**src/rtl/seg_scan_display_pkg.sv**
```systemverilog
// Shared constants and width helpers for the multiplexed seven-segment display engine.
package seg_pkg;

  localparam logic [4:0] GLYPH_DASH       = 5'd16;
  localparam logic [4:0] GLYPH_UNDERSCORE = 5'd17;
  localparam logic [4:0] GLYPH_BLANK      = 5'd31;
  localparam logic [6:0] SEG_BLANK        = 7'h7F;

  // Counter width for a 0..range-1 counter; a one-state counter still needs one bit.
  function automatic int unsigned cnt_width(input int unsigned range);
    return (range <= 1) ? 1 : $clog2(range);
  endfunction

endpackage

```
**src/rtl/seg_scan_display_glyph.sv**
```systemverilog
// Glyph decoder: 5-bit code to active-low {g,f,e,d,c,b,a} segments.
module seg_glyph
  import seg_pkg::*;
(
  input  logic [4:0] i_code,
  output logic [6:0] o_seg
);

  always_comb begin
    o_seg = SEG_BLANK;
    case (i_code)
      5'd0:             o_seg = 7'b1000000;
      5'd1:             o_seg = 7'b1111001;
      5'd2:             o_seg = 7'b0100100;
      5'd3:             o_seg = 7'b0110000;
      5'd4:             o_seg = 7'b0011001;
      5'd5:             o_seg = 7'b0010010;
      5'd6:             o_seg = 7'b0000010;
      5'd7:             o_seg = 7'b1111000;
      5'd8:             o_seg = 7'b0000000;
      5'd9:             o_seg = 7'b0010000;
      5'd10:            o_seg = 7'b0001000;
      5'd11:            o_seg = 7'b0000011;
      5'd12:            o_seg = 7'b1000110;
      5'd13:            o_seg = 7'b0100001;
      5'd14:            o_seg = 7'b0000110;
      5'd15:            o_seg = 7'b0001110;
      GLYPH_DASH:       o_seg = 7'b0111111;
      GLYPH_UNDERSCORE: o_seg = 7'b1110111;
      default:          o_seg = SEG_BLANK;
    endcase
  end

endmodule

```
**src/rtl/seg_scan_display.sv**
```systemverilog
// Multiplexed seven-segment scan engine with frame-synchronous loading,
// per-digit blink, PWM brightness and a frame tick.
module seg_scan_display
  import seg_pkg::*;
#(
  parameter int unsigned NUM_DIGITS = 4,
  parameter int unsigned SCAN_DIV   = 50000,
  parameter int unsigned PWM_BITS   = 4,
  parameter int unsigned BLINK_DIV  = 32
) (
  input  logic                    clk,
  input  logic                    rst,
  input  logic [5*NUM_DIGITS-1:0] num,
  input  logic [NUM_DIGITS-1:0]   dp,
  input  logic [NUM_DIGITS-1:0]   blink,
  input  logic [PWM_BITS-1:0]     brightness,
  input  logic                    load,
  output logic                    pending,
  output logic                    frame_tick,
  output logic [6:0]              digits,
  output logic                    dp_n,
  output logic [NUM_DIGITS-1:0]   sel
);

  localparam int unsigned SW = cnt_width(SCAN_DIV);
  localparam int unsigned IW = cnt_width(NUM_DIGITS);
  localparam int unsigned FW = cnt_width(BLINK_DIV);
  localparam int unsigned TW = $clog2(SCAN_DIV) + 1;

  localparam logic [SW-1:0] SCAN_LAST  = SW'(SCAN_DIV - 1);
  localparam logic [IW-1:0] IDX_LAST   = IW'(NUM_DIGITS - 1);
  localparam logic [FW-1:0] FRAME_LAST = FW'(BLINK_DIV - 1);
  localparam logic [TW-1:0] DUTY_STEP  = TW'(SCAN_DIV >> PWM_BITS);

  logic [SW-1:0]                 r_scan_cnt;
  logic [IW-1:0]                 r_idx;
  logic [FW-1:0]                 r_frame_cnt;
  logic                          r_blink_phase;
  logic [NUM_DIGITS-1:0][4:0]    r_pend_num, r_show_num;
  logic [NUM_DIGITS-1:0]         r_pend_dp, r_show_dp;
  logic [NUM_DIGITS-1:0]         r_pend_blink, r_show_blink;
  logic                          r_pending;
  logic                          r_frame_tick;
  logic [6:0]                    r_digits;
  logic                          r_dp_n;
  logic [NUM_DIGITS-1:0]         r_sel;

  logic                          w_scan_wrap;
  logic                          w_frame_bnd;
  logic                          w_commit;
  logic [4:0]                    w_code;
  logic [6:0]                    w_glyph;
  logic [TW-1:0]                 w_thr;
  logic                          w_lit;
  logic                          w_show;

  assign w_scan_wrap = (r_scan_cnt == SCAN_LAST);
  assign w_frame_bnd = w_scan_wrap && (r_idx == IDX_LAST);
  assign w_commit    = w_frame_bnd && r_pending;
  assign w_code      = r_show_num[r_idx];
  assign w_thr       = (TW'(brightness) + TW'(1)) * DUTY_STEP;
  assign w_lit       = (TW'(r_scan_cnt) < w_thr);
  assign w_show      = w_lit && !(r_show_blink[r_idx] && r_blink_phase);

  seg_glyph u_glyph (
    .i_code (w_code),
    .o_seg  (w_glyph)
  );

  always_ff @(posedge clk) begin
    if (rst) begin
      r_scan_cnt    <= '0;
      r_idx         <= '0;
      r_frame_cnt   <= '0;
      r_blink_phase <= 1'b0;
      r_pend_num    <= {NUM_DIGITS{GLYPH_BLANK}};
      r_pend_dp     <= '0;
      r_pend_blink  <= '0;
      r_show_num    <= {NUM_DIGITS{GLYPH_BLANK}};
      r_show_dp     <= '0;
      r_show_blink  <= '0;
      r_pending     <= 1'b0;
      r_frame_tick  <= 1'b0;
      r_digits      <= SEG_BLANK;
      r_dp_n        <= 1'b1;
      r_sel         <= '1;
    end else begin
      r_scan_cnt <= w_scan_wrap ? '0 : r_scan_cnt + SW'(1);
      if (w_scan_wrap)
        r_idx <= (r_idx == IDX_LAST) ? '0 : r_idx + IW'(1);
      if (w_frame_bnd) begin
        if (r_frame_cnt == FRAME_LAST) begin
          r_frame_cnt   <= '0;
          r_blink_phase <= ~r_blink_phase;
        end else begin
          r_frame_cnt <= r_frame_cnt + FW'(1);
        end
      end
      // Commit takes the pre-load pend_* contents; a same-cycle load re-arms pending.
      if (w_commit) begin
        r_show_num   <= r_pend_num;
        r_show_dp    <= r_pend_dp;
        r_show_blink <= r_pend_blink;
      end
      if (load) begin
        r_pend_num   <= num;
        r_pend_dp    <= dp;
        r_pend_blink <= blink;
        r_pending    <= 1'b1;
      end else if (w_commit) begin
        r_pending <= 1'b0;
      end
      r_frame_tick <= w_frame_bnd;
      r_sel        <= w_lit  ? ~(NUM_DIGITS'(1) << r_idx) : '1;
      r_digits     <= w_show ? w_glyph : SEG_BLANK;
      r_dp_n       <= w_show ? ~r_show_dp[r_idx] : 1'b1;
    end
  end

  assign pending    = r_pending;
  assign frame_tick = r_frame_tick;
  assign digits     = r_digits;
  assign dp_n       = r_dp_n;
  assign sel        = r_sel;

endmodule

```
**config.mk**
```make
export PLATFORM = sky130hd
export DESIGN_NAME = seg_scan_display
export DESIGN_NICKNAME = d
export VERILOG_FILES = /design/src/rtl/seg_scan_display_pkg.sv /design/src/rtl/seg_scan_display_glyph.sv /design/src/rtl/seg_scan_display.sv
export SDC_FILE = /design/constraint.sdc
export NUM_CORES = 1
export LEC_CHECK = 0
export CAP_MARGIN = 20
export CORE_ASPECT_RATIO = 1.5
export CORE_UTILIZATION = 52
export DETAILED_ROUTE_END_ITERATION = 16
export PLACE_DENSITY = 0.76
export SLEW_MARGIN = 5
export SYNTH_ARGS = -nofsm -noshare
export SYNTH_HDL_FRONTEND = slang
export SYNTH_HIERARCHICAL = 1
export SYNTH_SLANG_ARGS = --single-unit
```
**constraint.sdc**
```tcl
create_clock -name clk -period 4.1 [get_ports clk]
set_input_delay 0.41 -clock clk [delete_from_list [all_inputs] [get_ports clk]]
set_output_delay 0.41 -clock clk [all_outputs]
set_load 0.05 [all_outputs]
```
==> results of run 1 <==
-- per-layer routing --
layer  track usage [%]  wire length (um)  vias up
met3              2.78               215       28
met4              10.6               320        0
li1                  -                 -     2119
met5                 0                 0        -
met1              22.7              4280     2012
met2              42.2              6190       66
-- state kept, by name (all words and copies together) (netlist names) --
name and count:
r_pend_num 20, r_show_num 20, r_scan_cnt 16, digits 7, r_frame_cnt 5, r_pend_blink 4, r_pend_dp 4, r_show_blink 4
r_show_dp 4, sel 4, r_idx 2, dp_n 1, frame_tick 1, pending 1, r_blink_phase 1
-- stage by stage --
stage	power [uW]	setup TNS, ns	setup WS, ns	std cells	util (%)
5_1_grt	2390	0	0.0182	754	66.3
3_3_place_gp	1400	-6.51	-0.556	736	61.2
4_1_cts	2280	0	0.0747	754	65.4
2_1_floorplan	1250	0	0.00317	574	-
6_report	2280	0	0.228	754	66.3
3_5_place_dp	1410	-7.56	-0.642	736	61.2
-- cell type report --
class | instances | area (sq um) | share of cell area [%]
Clock buffer | 11 | 243 | 3.76
Multi-Input combinational cell | 430 | 3350 | 51.8
Tap cell | 115 | 144 | 2.23
Inverter | 20 | 75.1 | 1.16
Sequential cell | 94 | 1880 | 29.1
Clock inverter | 5 | 66.3 | 1.03
Timing Repair Buffer | 79 | 702 | 10.9
-- where the power goes --
part	leakage, uW	total (uW)	switching (uW)	internal, uW
logic	0.00180	487	232	255
registers	0.000767	947	12.2	935
clock network	0.000148	844	348	497
total	0.00272	2280	592	1690
-- cell families after synthesis --
family / synth area share [%]
AOI/OAI and AO/OA: 11.6
adders and majority gates: 15.0
and+or+nand+nor: 22.9
DFF: 35.9
xor gates and xnor gates: 5.19
muxes: 4.92
buffers and inverters: 4.52
-- layout by cell type, fill, tap and decap left out, types with 2 or more instances in the layout --
| cell | Yosys | final |
|---|---|---|
| dfxtp_1 | 94 | 94 |
| nand2_1 | 76 | 76 |
| nor2_1 | 50 | 50 |
| ha_1 | 61 | 50 |
| clkdlybuf4s50_1 | 0 | 42 |
| nand3b_1 | 31 | 31 |
| a21oi_1 | 31 | 28 |
| buf_4 | 0 | 28 |
| nor2b_1 | 24 | 24 |
| a211o_1 | 22 | 22 |
| inv_1 | 20 | 20 |
| xor2_1 | 17 | 16 |
| xnor2_1 | 14 | 13 |
| mux2i_1 | 10 | 10 |
| ha_4 | 0 | 10 |
| clkbuf_16 | 0 | 9 |
| mux4_2 | 7 | 7 |
| nand3_1 | 8 | 7 |
| and3_1 | 6 | 5 |
| o21ai_1 | 0 | 5 |
| a31oi_1 | 5 | 5 |
| o21ai_0 | 11 | 5 |
| nand4_1 | 5 | 5 |
| nor3_1 | 6 | 4 |
| a211oi_1 | 7 | 4 |
| and2_1 | 3 | 3 |
| a211oi_2 | 0 | 3 |
| o211ai_1 | 3 | 3 |
| a21oi_2 | 0 | 3 |
| nor3_2 | 1 | 3 |
| nand2b_1 | 3 | 3 |
| buf_6 | 3 | 3 |
| clkbuf_2 | 0 | 3 |
| a21o_1 | 2 | 2 |
| a31o_2 | 2 | 2 |
| nand4b_1 | 2 | 2 |
| and4bb_2 | 2 | 2 |
| buf_2 | 8 | 2 |
-- final timing paths --
| kind | slack, ns | from | cells past startpoint | end |
|---|---|---|---|---|
| hold / removal | 0.46 | r_show_blink[3]$_SDFFE_PP0P_ | 2 | r_show_blink[3]$_SDFFE_PP0P_ |
| setup reg to reg | 1.76 | r_scan_cnt[0]$_SDFF_PP0_ | 7 | r_show_dp[3]$_SDFFE_PP0P_ |
| setup / recovery | 0.23 | brightness[0] | 22 | digits[1]$_SDFF_PP1_ |
| hold reg to reg | 0.46 | r_show_blink[3]$_SDFFE_PP0P_ | 2 | r_show_blink[3]$_SDFFE_PP0P_ |
-- worst reg2reg max path: stages (launching register included) --
cell and delay, ns:
dfxtp_1 0.38, ha_1 0.20, and3_1 0.29, and4_4 0.29, and2_2 0.17, nand2_1 0.52
nand2_1 0.26, a21oi_1 0.09
-- repair_timing --
| action | 4_1_cts | 5_1_grt |
|---|---|---|
| resized for setup | 26 | 19 |
| endpoints found under the setup margin | 12 | 12 |
| setup buffers | 1 | 0 |
| cloned | 1 | 0 |
| pin swaps | 18 | 12 |
==> run_results.csv, run 1 <==
group,metric,value,unit
cts,cts_buffer_depth,2,
routing,vias_per_cell,5.60,
synthesis,syn_nets,671,
setup_path,cp.arrival,4.09,ns
synthesis,yosysMostFrequentCell,"dfxtp_1",
floorplan,rows,44,
setup_path,worstPathCellList,"clkbuf_2, ha_4, and3_4, ha_4, inv_1, fa_1, inv_1, ha_1, a21o_1, a211oi_2, nor2_1, nor2_1, o21ai_1, xnor2_1, ha_2, o21ai_2, o21ai_1, o211ai_1, o311ai_2, o221ai_2, buf_6, nand3b_1",
cts,hold_buffers,0,
placed_design,place_congestion,0.863,
setup_path,crit_slowest_cell,"fa_1",
pwr,power.density,353,mW/mm^2
synthesis,ys_seq_area_share,35.9,%
finish,fillers,787,
synthesis,synth-edff-count,0,
synthesis,postSynthCellCount,574,
global_routing,grt_pass1_wl,18.5,mm
routing,antenna_left,0,
sta,fin_hold_ws,0.457,ns
placed_design,hpwl,8.08,mm
floorplan,die_h,125,um
cts,numCtsBuffers,9,
floorplan,core-area,0.00974,sq mm
synthesis,synthDistinctLibCells,54,
sta,relSlewSlack,36.1,%
pwr,power_leakage,0.00272,uW
finish,diodes,0,
sta,drv_slew,0,
synthesis,yosys.area.top_type_share,35.9,%
setup_path,start_kind,"primary input",
routing,wl,11.0,mm
routing,drtIter0Drc,162,
placed_design,placedInstanceArea,0.00596,sq mm
synthesis,synth_ff_type,"dfxtp_1",
global_routing,grtUsageTotal,21.9,%
setup_path,critPathMaxStageDelay,0.49,ns
cts,cts_tree,"built",
synthesis,synth_top_area_cell,"dfxtp_1",
placed_design,port_buffers,48,
global_routing,grt_pass1_vias,4225,
cts,insertion_delay,0.34,ns
routing,dr.pass1.iters,10,
pwr,peakVddDrop,0.197,mV
synthesis,synth-async-reset-ratio,0,%
synthesis,avgSynthCellArea,9.12,sq um
sta,worst_slew_pin_slew,0.958,ns
finish,nets,731,
sta,finClkSkew,0.00914,ns
floorplan,start_util,53.7,%
job,drv_cap,0,
global_routing,antenna_found_initial,0,
routing,drc,8,
routing,wl_per_cell,14.6,um
synthesis,synth_area,0.00524,sq mm
synthesis,ys_ff_latch,94,
synthesis,ys.warnings.count,6,
sta,min_period_over_period,94.4,%
setup_path,path_max_fanout,6,
setup_path,path_delay_family,"adder cells",
sta,max_freq,258,MHz
routing,via_count,4225,
synthesis,synth.area.top_cells,"dfxtp_1 36%, ha_1 15%, nand2_1 5.4%",
cts,clkSlewWorstSetupHoldPaths,0.06,ns
setup_path,cp-end-kind,"register",
sta,final_hold_viol_count,0,
run_status,violations,"DRC",
global_routing,grt_overflow_total,0,
floorplan,dieArea,0.0105,sq mm
setup_path,critPathKind,"in -> reg",
cts,cts_max_level,3,
setup_path,crit_required,4.32,ns
sta,grt_setup_unrepaired,"no",
global_routing,grt_max_degree,81,
finish,drive_above_1_share,14.9,%
worst_hold_path,hold_class,"reg -> reg",
finish,final_cell_area,0.00646,sq mm
sta,period_needed,3.87,ns
run_status,status,"finished, violations left",
sta,setup_viol,0,
cts,root_buffer,"clkbuf_16",
setup_path,path_buf_inv,4,
finish,syn_to_final_growth,23.4,%
floorplan,io_pins,49,
synthesis,synth_commonest_cells,"94 x dfxtp_1, 76 x nand2_1, 61 x ha_1, 50 x nor2_1",
floorplan,dieWidth,83.9,um
cts,cts_num_sinks,94,
No activity file was read; power rests on OpenSTA's default activity.
==> inputs of run 2 (changes only) <==
--- a/config.mk
+++ b/config.mk
@@ -7,11 +7,11 @@
 export LEC_CHECK = 0
 export CAP_MARGIN = 20
 export CORE_ASPECT_RATIO = 1.5
-export CORE_UTILIZATION = 52
+export CORE_UTILIZATION = 60
 export DETAILED_ROUTE_END_ITERATION = 16
-export PLACE_DENSITY = 0.76
+export HOLD_SLACK_MARGIN = 0.03
+export PLACE_DENSITY = 0.83
 export SLEW_MARGIN = 5
 export SYNTH_ARGS = -nofsm -noshare
 export SYNTH_HDL_FRONTEND = slang
-export SYNTH_HIERARCHICAL = 1
 export SYNTH_SLANG_ARGS = --single-unit
==> constraint.sdc (replaced) <==
create_clock -name clk -period 4.59 [get_ports clk]
set_input_delay 0.459 -clock clk [delete_from_list [all_inputs] [get_ports clk]]
set_output_delay 0.459 -clock clk [all_outputs]
set_load 0.05 [all_outputs]
==> run_results.csv, run 2 <==
group,metric,value,unit
pwr,power_leakage,0.00280,uW
global_routing,grt_max_degree,75,
floorplan,dieWidth,77.5,um
cts,numCtsBuffers,9,
cts,cts_tree,"built",
setup_path,path_delay_family,"adder cells",
pwr,seq_power_share,40.9,%
synthesis,synth_top_area_cell,"dfxtp_1",
routing,drc,0,
setup_path,critPathKind,"in -> reg",
routing,wl_per_cell,16.3,um
global_routing,grt_pass1_vias,4396,
routing,vias_per_cell,5.83,
synthesis,yosysMostFrequentCell,"dfxtp_1",
floorplan,rows,40,
global_routing,grt_overflow_total,0,
sta,finClkSkew,0.00846,ns
floorplan,io_pins,49,
pwr,p_clk_share,37.4,%
finish,final_cell_area,0.00636,sq mm
global_routing,grt_use_met1,28.2,%
setup_path,reg2reg_depth,6,
global_routing,grt_pass1_wl,19.8,mm
worst_hold_path,holdPathStages,2,
synthesis,synthDistinctLibCells,53,
setup_path,crit_required,4.80,ns
sta,relSlewSlack,30.3,%
cts,cts_max_level,3,
placed_design,hpwl,8.25,mm
routing,drtIter0Drc,183,
global_routing,grtUsageMet3,4.60,%
global_routing,grt_busiest_layer,"met2",
placed_design,port_buffers,48,
synthesis,avgSynthCellArea,9.09,sq um
synthesis,synth_area,0.00512,sq mm
pwr,p_int,1510,uW
finish,diodes,0,
setup_path,reg2reg_from,"r_scan_cnt[0]$_SDFF_PP0_",
sta,drv_slew,0,
worst_hold_path,min_delay_worst_endpoint,"r_show_blink[2]$_SDFFE_PP0P_",
job,drv_cap,0,
setup_path,start_kind,"primary input",
run_status,status,"finished, final reports clean",
placed_design,place_congestion,0.933,
setup_path,crit_slowest_cell,"fa_1",
synthesis,yosys.area.top_type_share,36.7,%
sta,min_period_over_period,95.1,%
routing,antenna_left,0,
cts,insertion_delay,0.35,ns
pwr,switchingPower,558,uW
worst_hold_path,hold_class,"reg -> reg",
finish,drive_above_1_share,13.5,%
finish,reg_top3,"r_pend_num x20, r_show_num x20, r_scan_cnt x16",
cts,root_buffer,"clkbuf_16",
setup_path,critPathMaxStageDelay,0.51,ns
global_routing,grt_use_met2,54.5,%
cts,post_cts_buffers,0,
synthesis,synth-edff-count,0,
synthesis,ys_seq_area_share,36.7,%
global_routing,grtUsageTotal,28.3,%
finish,layout_common_cells,"94 x dfxtp_1, 77 x nand2_1, 52 x ha_1, 50 x nor2_1, 42 x clkdlybuf4s50_1",
cts,clkSlewWorstSetupHoldPaths,0.07,ns
sta,max_freq,229,MHz
setup_path,cp-end-kind,"register",
sta,period_needed,4.37,ns
routing,dr.pass1.iters,4,
setup_path,r2r-end,"r_show_num[4]$_SDFFE_PP1P_",
synthesis,synth.area.top_cells,"dfxtp_1 37%, ha_1 15%, nand2_1 5.6%",
sta,worst_slew_pin_slew,1.04,ns
global_routing,antenna_found_initial,0,
floorplan,start_util,62.8,%
finish,final_common_cell,"dfxtp_1",
sta,fin_hold_ws,0.453,ns
synthesis,ys_ff_latch,94,
sta,final_hold_viol_count,0,
placed_design,placedInstanceArea,0.00587,sq mm
sta,setup_viol,0,
setup_path,cp.arrival,4.57,ns
routing,via_count,4322,
pwr,p_total,2070,uW
setup_path,path_buf_inv,5,
cts,cts_buffer_depth,2,
pwr,pwr-share-comb,21.7,%
pwr,p_sw_share,26.9,%
worst_hold_path,hold_start,"r_show_blink[2]$_SDFFE_PP0P_",
routing,wl,12.1,mm
synthesis,syn_nets,660,
pwr,peakVddDrop,0.207,mV
floorplan,dieArea,0.00892,sq mm
cts,hold_buffers,0,
synthesis,postSynthCellCount,564,
setup_path,r2r_slack,2.01,ns
setup_path,worstPathCellList,"dlygate4sd2_1, ha_2, xor2_2, buf_4, ha_4, inv_1, fa_1, inv_1, ha_1, a21oi_2, o31ai_4, o41ai_2, o21ai_1, a21oi_1, xor2_1, ha_1, nor3_2, nor2_2, a31oi_1, nand3_1, o2111ai_4, buf_6, nand4_1",
finish,syn_to_final_growth,24.2,%
pwr,power.density,326,mW/mm^2
synthesis,synth-async-reset-ratio,0,%
floorplan,die_h,115,um
synthesis,synth_commonest_cells,"94 x dfxtp_1, 77 x nand2_1, 60 x ha_1, 51 x nor2_1, 25 x nand3b_1",
synthesis,synth_ff_type,"dfxtp_1",
cts,cts_num_sinks,94,
synthesis,ys.warnings.count,0,
floorplan,core-area,0.00816,sq mm
finish,nets,727,
setup_path,path_max_fanout,4,
==> run 2: what timing repair did <==
| action | 4_1_cts | 5_1_grt |
|---|---|---|
| pin swaps | 8 | 11 |
| endpoints found under the setup margin | 12 | 12 |
| gates resized for setup | 25 | 11 |
| gates cloned | 0 | 0 |
==> run 2: area by class of cell <==
cell class                 instances  area, sq um
inverter                          19         71.3
sequential                        94         1880
tap                              105          131
clock inverter                     5         62.6
clock buffer                      11          253
fill                             562         1790
timing repair buffer              81          724
multi-input combinational        426         3240
==> run 2: power by group through the flow <==
stage | combinational (uW) | clock (uW) | sequential [uW]
floorplan | 231 | 0 | 866
global placement | 360 | 0 | 865
detailed placement | 383 | 0 | 866
CTS | 418 | 779 | 848
global route | 491 | 816 | 849
finish | 449 | 776 | 848
==> run 2: worst max path at each step <==
stage	start	endpoint	depth (start not counted)
2_1_floorplan	brightness[0]	digits[1]$_SDFF_PP1_	21
3_3_place_gp	brightness[0]	sel[3]$_SDFF_PP1_	22
3_5_place_dp	brightness[0]	sel[1]$_SDFF_PP1_	22
4_1_cts	brightness[0]	digits[3]$_SDFF_PP1_	23
5_1_grt	brightness[1]	digits[3]$_SDFF_PP1_	23
6_report	brightness[1]	digits[3]$_SDFF_PP1_	23
==> run 2: worst reg2reg max path, delay by kind of cell, from the launching register on <==
family / cells / cell delay, ns
simple gates: 5 / 1.82
flops: 1 / 0.40
fa+ha+maj: 1 / 0.24
==> run 2: routing by layer <==
metal,routed length (um),up-vias
met5,0,-
met4,503,0
met3,373,43
met2,6660,112
met1,4550,2061
li1,-,2106
==> run 2: through the flow <==
stage,std cells,setup TNS [ns],setup slack [ns],utilization (%)
after floorplan,564,0,0.0987,-
after global placement,725,-6.70,-0.573,71.9
after detailed placement,725,-9.36,-0.816,71.9
after CTS,741,0,0.100,77.4
after global routing,741,-0.0233,-0.0175,78.0
final,741,0,0.223,78.0
==> run 2: cell families (layout without fill, tap and decap cells) <==
| group | count (synthesis) | after routing | share of synthesized area, % |
|---|---|---|---|
| and+or+nand+nor | 230 | 230 | 22.8 |
| xor gates and xnor gates | 30 | 30 | 5.13 |
| AOI/OAI and AO/OA | 84 | 84 | 11.3 |
| adders and majority gates | 61 | 61 | 15.0 |
| muxes | 21 | 21 | 5.59 |
| buffers and inverters | 44 | 116 | 3.44 |
| DFF | 94 | 94 | 36.7 |
==> inputs of run 3 (changes only) <==
--- a/config.mk
+++ b/config.mk
@@ -7,10 +7,10 @@
 export LEC_CHECK = 0
 export CAP_MARGIN = 20
 export CORE_ASPECT_RATIO = 1.5
-export CORE_UTILIZATION = 60
+export CORE_UTILIZATION = 58
 export DETAILED_ROUTE_END_ITERATION = 16
 export HOLD_SLACK_MARGIN = 0.03
-export PLACE_DENSITY = 0.83
+export PLACE_DENSITY = 0.81
 export SLEW_MARGIN = 5
 export SYNTH_ARGS = -nofsm -noshare
 export SYNTH_HDL_FRONTEND = slang
==> constraint.sdc (replaced) <==
create_clock -name clk -period 4.34 [get_ports clk]
set_input_delay 0.434 -clock clk [delete_from_list [all_inputs] [get_ports clk]]
set_output_delay 0.434 -clock clk [all_outputs]
set_load 0.05 [all_outputs]
==> run_results.csv, run 3 (synthesized netlist as in run 2, its figures left out) <==
group,metric,value,unit
sta,setup_viol,0,
global_routing,grt_pass1_vias,4511,
cts,hold_buffers,0,
cts,root_buffer,"clkbuf_16",
floorplan,rows,41,
finish,nets,741,
pwr,power_leakage,0.00288,uW
sta,worst_slew_pin_slew,1.07,ns
placed_design,port_buffers,48,
routing,wl,13.6,mm
setup_path,path_buf_inv,5,
finish,reg_top3,"r_pend_num x20, r_show_num x20, r_scan_cnt x16",
cts,cts_max_level,3,
finish,final_core_util,78.0,%
floorplan,io_pins,49,
cts,clkSlewWorstSetupHoldPaths,0.07,ns
sta,drv_slew,0,
worst_hold_path,holdPathStages,2,
cts,cts_tree,"built",
floorplan,start_util,60.2,%
sta,max_freq,231,MHz
routing,drtIter0Drc,278,
cts,numCtsBuffers,9,
setup_path,critPathKind,"in -> reg",
sta,relSlewSlack,28.9,%
sta,period_needed,4.33,ns
setup_path,critPathMaxStageDelay,0.32,ns
floorplan,core-area,0.00852,sq mm
routing,vias_per_cell,5.94,
cts,insertion_delay,0.34,ns
job,drv_cap,0,
setup_path,reg2reg_from,"r_scan_cnt[0]$_SDFF_PP0_",
worst_hold_path,hold_class,"reg -> reg",
placed_design,hpwl,8.43,mm
global_routing,grt_max_degree,75,
pwr,p_total,2220,uW
setup_path,r2r_slack,1.74,ns
placed_design,placedInstanceArea,0.00595,sq mm
setup_path,reg2reg_depth,6,
global_routing,grt_overflow_total,0,
setup_path,path_max_fanout,6,
worst_hold_path,hold_start,"r_show_dp[2]$_SDFFE_PP0P_",
routing,dr.pass1.iters,4,
global_routing,antenna_found_initial,0,
routing,antenna_left,0,
setup_path,r2r-end,"r_show_num[13]$_SDFFE_PP1P_",
pwr,peakVddDrop,0.245,mV
finish,diodes,0,
setup_path,start_kind,"primary input",
placed_design,place_congestion,0.914,
setup_path,cp.arrival,4.53,ns
global_routing,grtUsageTotal,29.2,%
finish,drive_above_1_share,18.6,%
floorplan,dieArea,0.00922,sq mm
routing,wl_per_cell,17.9,um
cts,cts_num_sinks,94,
floorplan,die_h,117,um
floorplan,dieWidth,78.8,um
pwr,power.density,335,mW/mm^2
sta,min_period_over_period,99.7,%
global_routing,grt_pass1_wl,20.7,mm
routing,via_count,4493,
finish,final_common_cell,"dfxtp_1",
sta,finClkSkew,0.00733,ns
worst_hold_path,min_delay_worst_endpoint,"r_show_dp[2]$_SDFFE_PP0P_",
finish,final_cell_area,0.00664,sq mm
setup_path,worstPathCellList,"buf_2, nand3_2, xnor2_1, buf_4, buf_12, ha_4, xor2_1, ha_1, ha_4, inv_2, o31ai_4, o41ai_4, o21ai_2, a21oi_2, xor2_1, ha_1, nor3_2, nor2_2, a31oi_1, nand3_1, o2111ai_4, clkbuf_16, o2111ai_1",
sta,final_hold_viol_count,0,
setup_path,crit_required,4.54,ns
routing,drc,0,
cts,cts_buffer_depth,2,
finish,syn_to_final_growth,29.6,%
setup_path,cp-end-kind,"register",
finish,layout_common_cells,"94 x dfxtp_1, 76 x nand2_1, 50 x nor2_1, 44 x ha_1, 42 x clkdlybuf4s50_1",
setup_path,crit_slowest_cell,"o31ai_4",
setup_path,path_delay_family,"adder cells",
run_status,status,"finished, final reports clean",
run 3: where the power goes:
part	internal, uW	switching (uW)
clock network	426	341
registers	883	13.7
logic	289	271
total	1600	626
run 3: what timing repair did:
item / in CTS / in global routing
pin swaps: 9 / 21
setup endpoints to repair: 12 / 12
setup buffers: 6 / 2
cloned: 1 / 0
resized for setup: 27 / 43
run 3: worst min-delay path, delay by kind of cell (launching register included):
family	cells	cell delay [ns]
AOI/OAI and AO/OA	1	0.05
DFF	1	0.31
and+or+nand+nor	1	0.05
run 3: metal layers:
layer	track usage, %	routed length, um
met4	15.7	576
met1	28.9	4710
met3	6.28	599
met2	56.2	7690
met5	0	0
run 3: stage by stage:
stage	setup TNS [ns]	setup slack, ns	instances	hold WS (ns)
floorplan	0	0.0157	564	0.431
global placement	-6.75	-0.611	731	0.440
detailed placement	-8.87	-0.792	731	0.449
CTS	0	0.0103	754	0.458
global route	-0.690	-0.123	757	0.474
finish	0	0.0121	757	0.459
run 3: cell type report:
cell class	count	area, sq um
Fill cell	572	1870
Sequential cell	94	1880
Tap cell	107	134
Clock inverter	5	40.0
Inverter	19	73.8
Timing Repair Buffer	95	876
Multi-Input combinational cell	426	3390
Clock buffer	11	253
run 3: how the worst max path moves through the flow:
stage,start,slack (ns),depth (start not counted),end
floorplan,brightness[0],0.02,22,digits[1]$_SDFF_PP1_
global placement,brightness[0],-0.61,22,digits[2]$_SDFF_PP1_
detailed placement,brightness[1],-0.79,23,digits[2]$_SDFF_PP1_
CTS,brightness[3],0.01,22,digits[2]$_SDFF_PP1_
global route,brightness[2],-0.12,23,sel[3]$_SDFF_PP1_
finish,brightness[2],0.01,23,digits[2]$_SDFF_PP1_
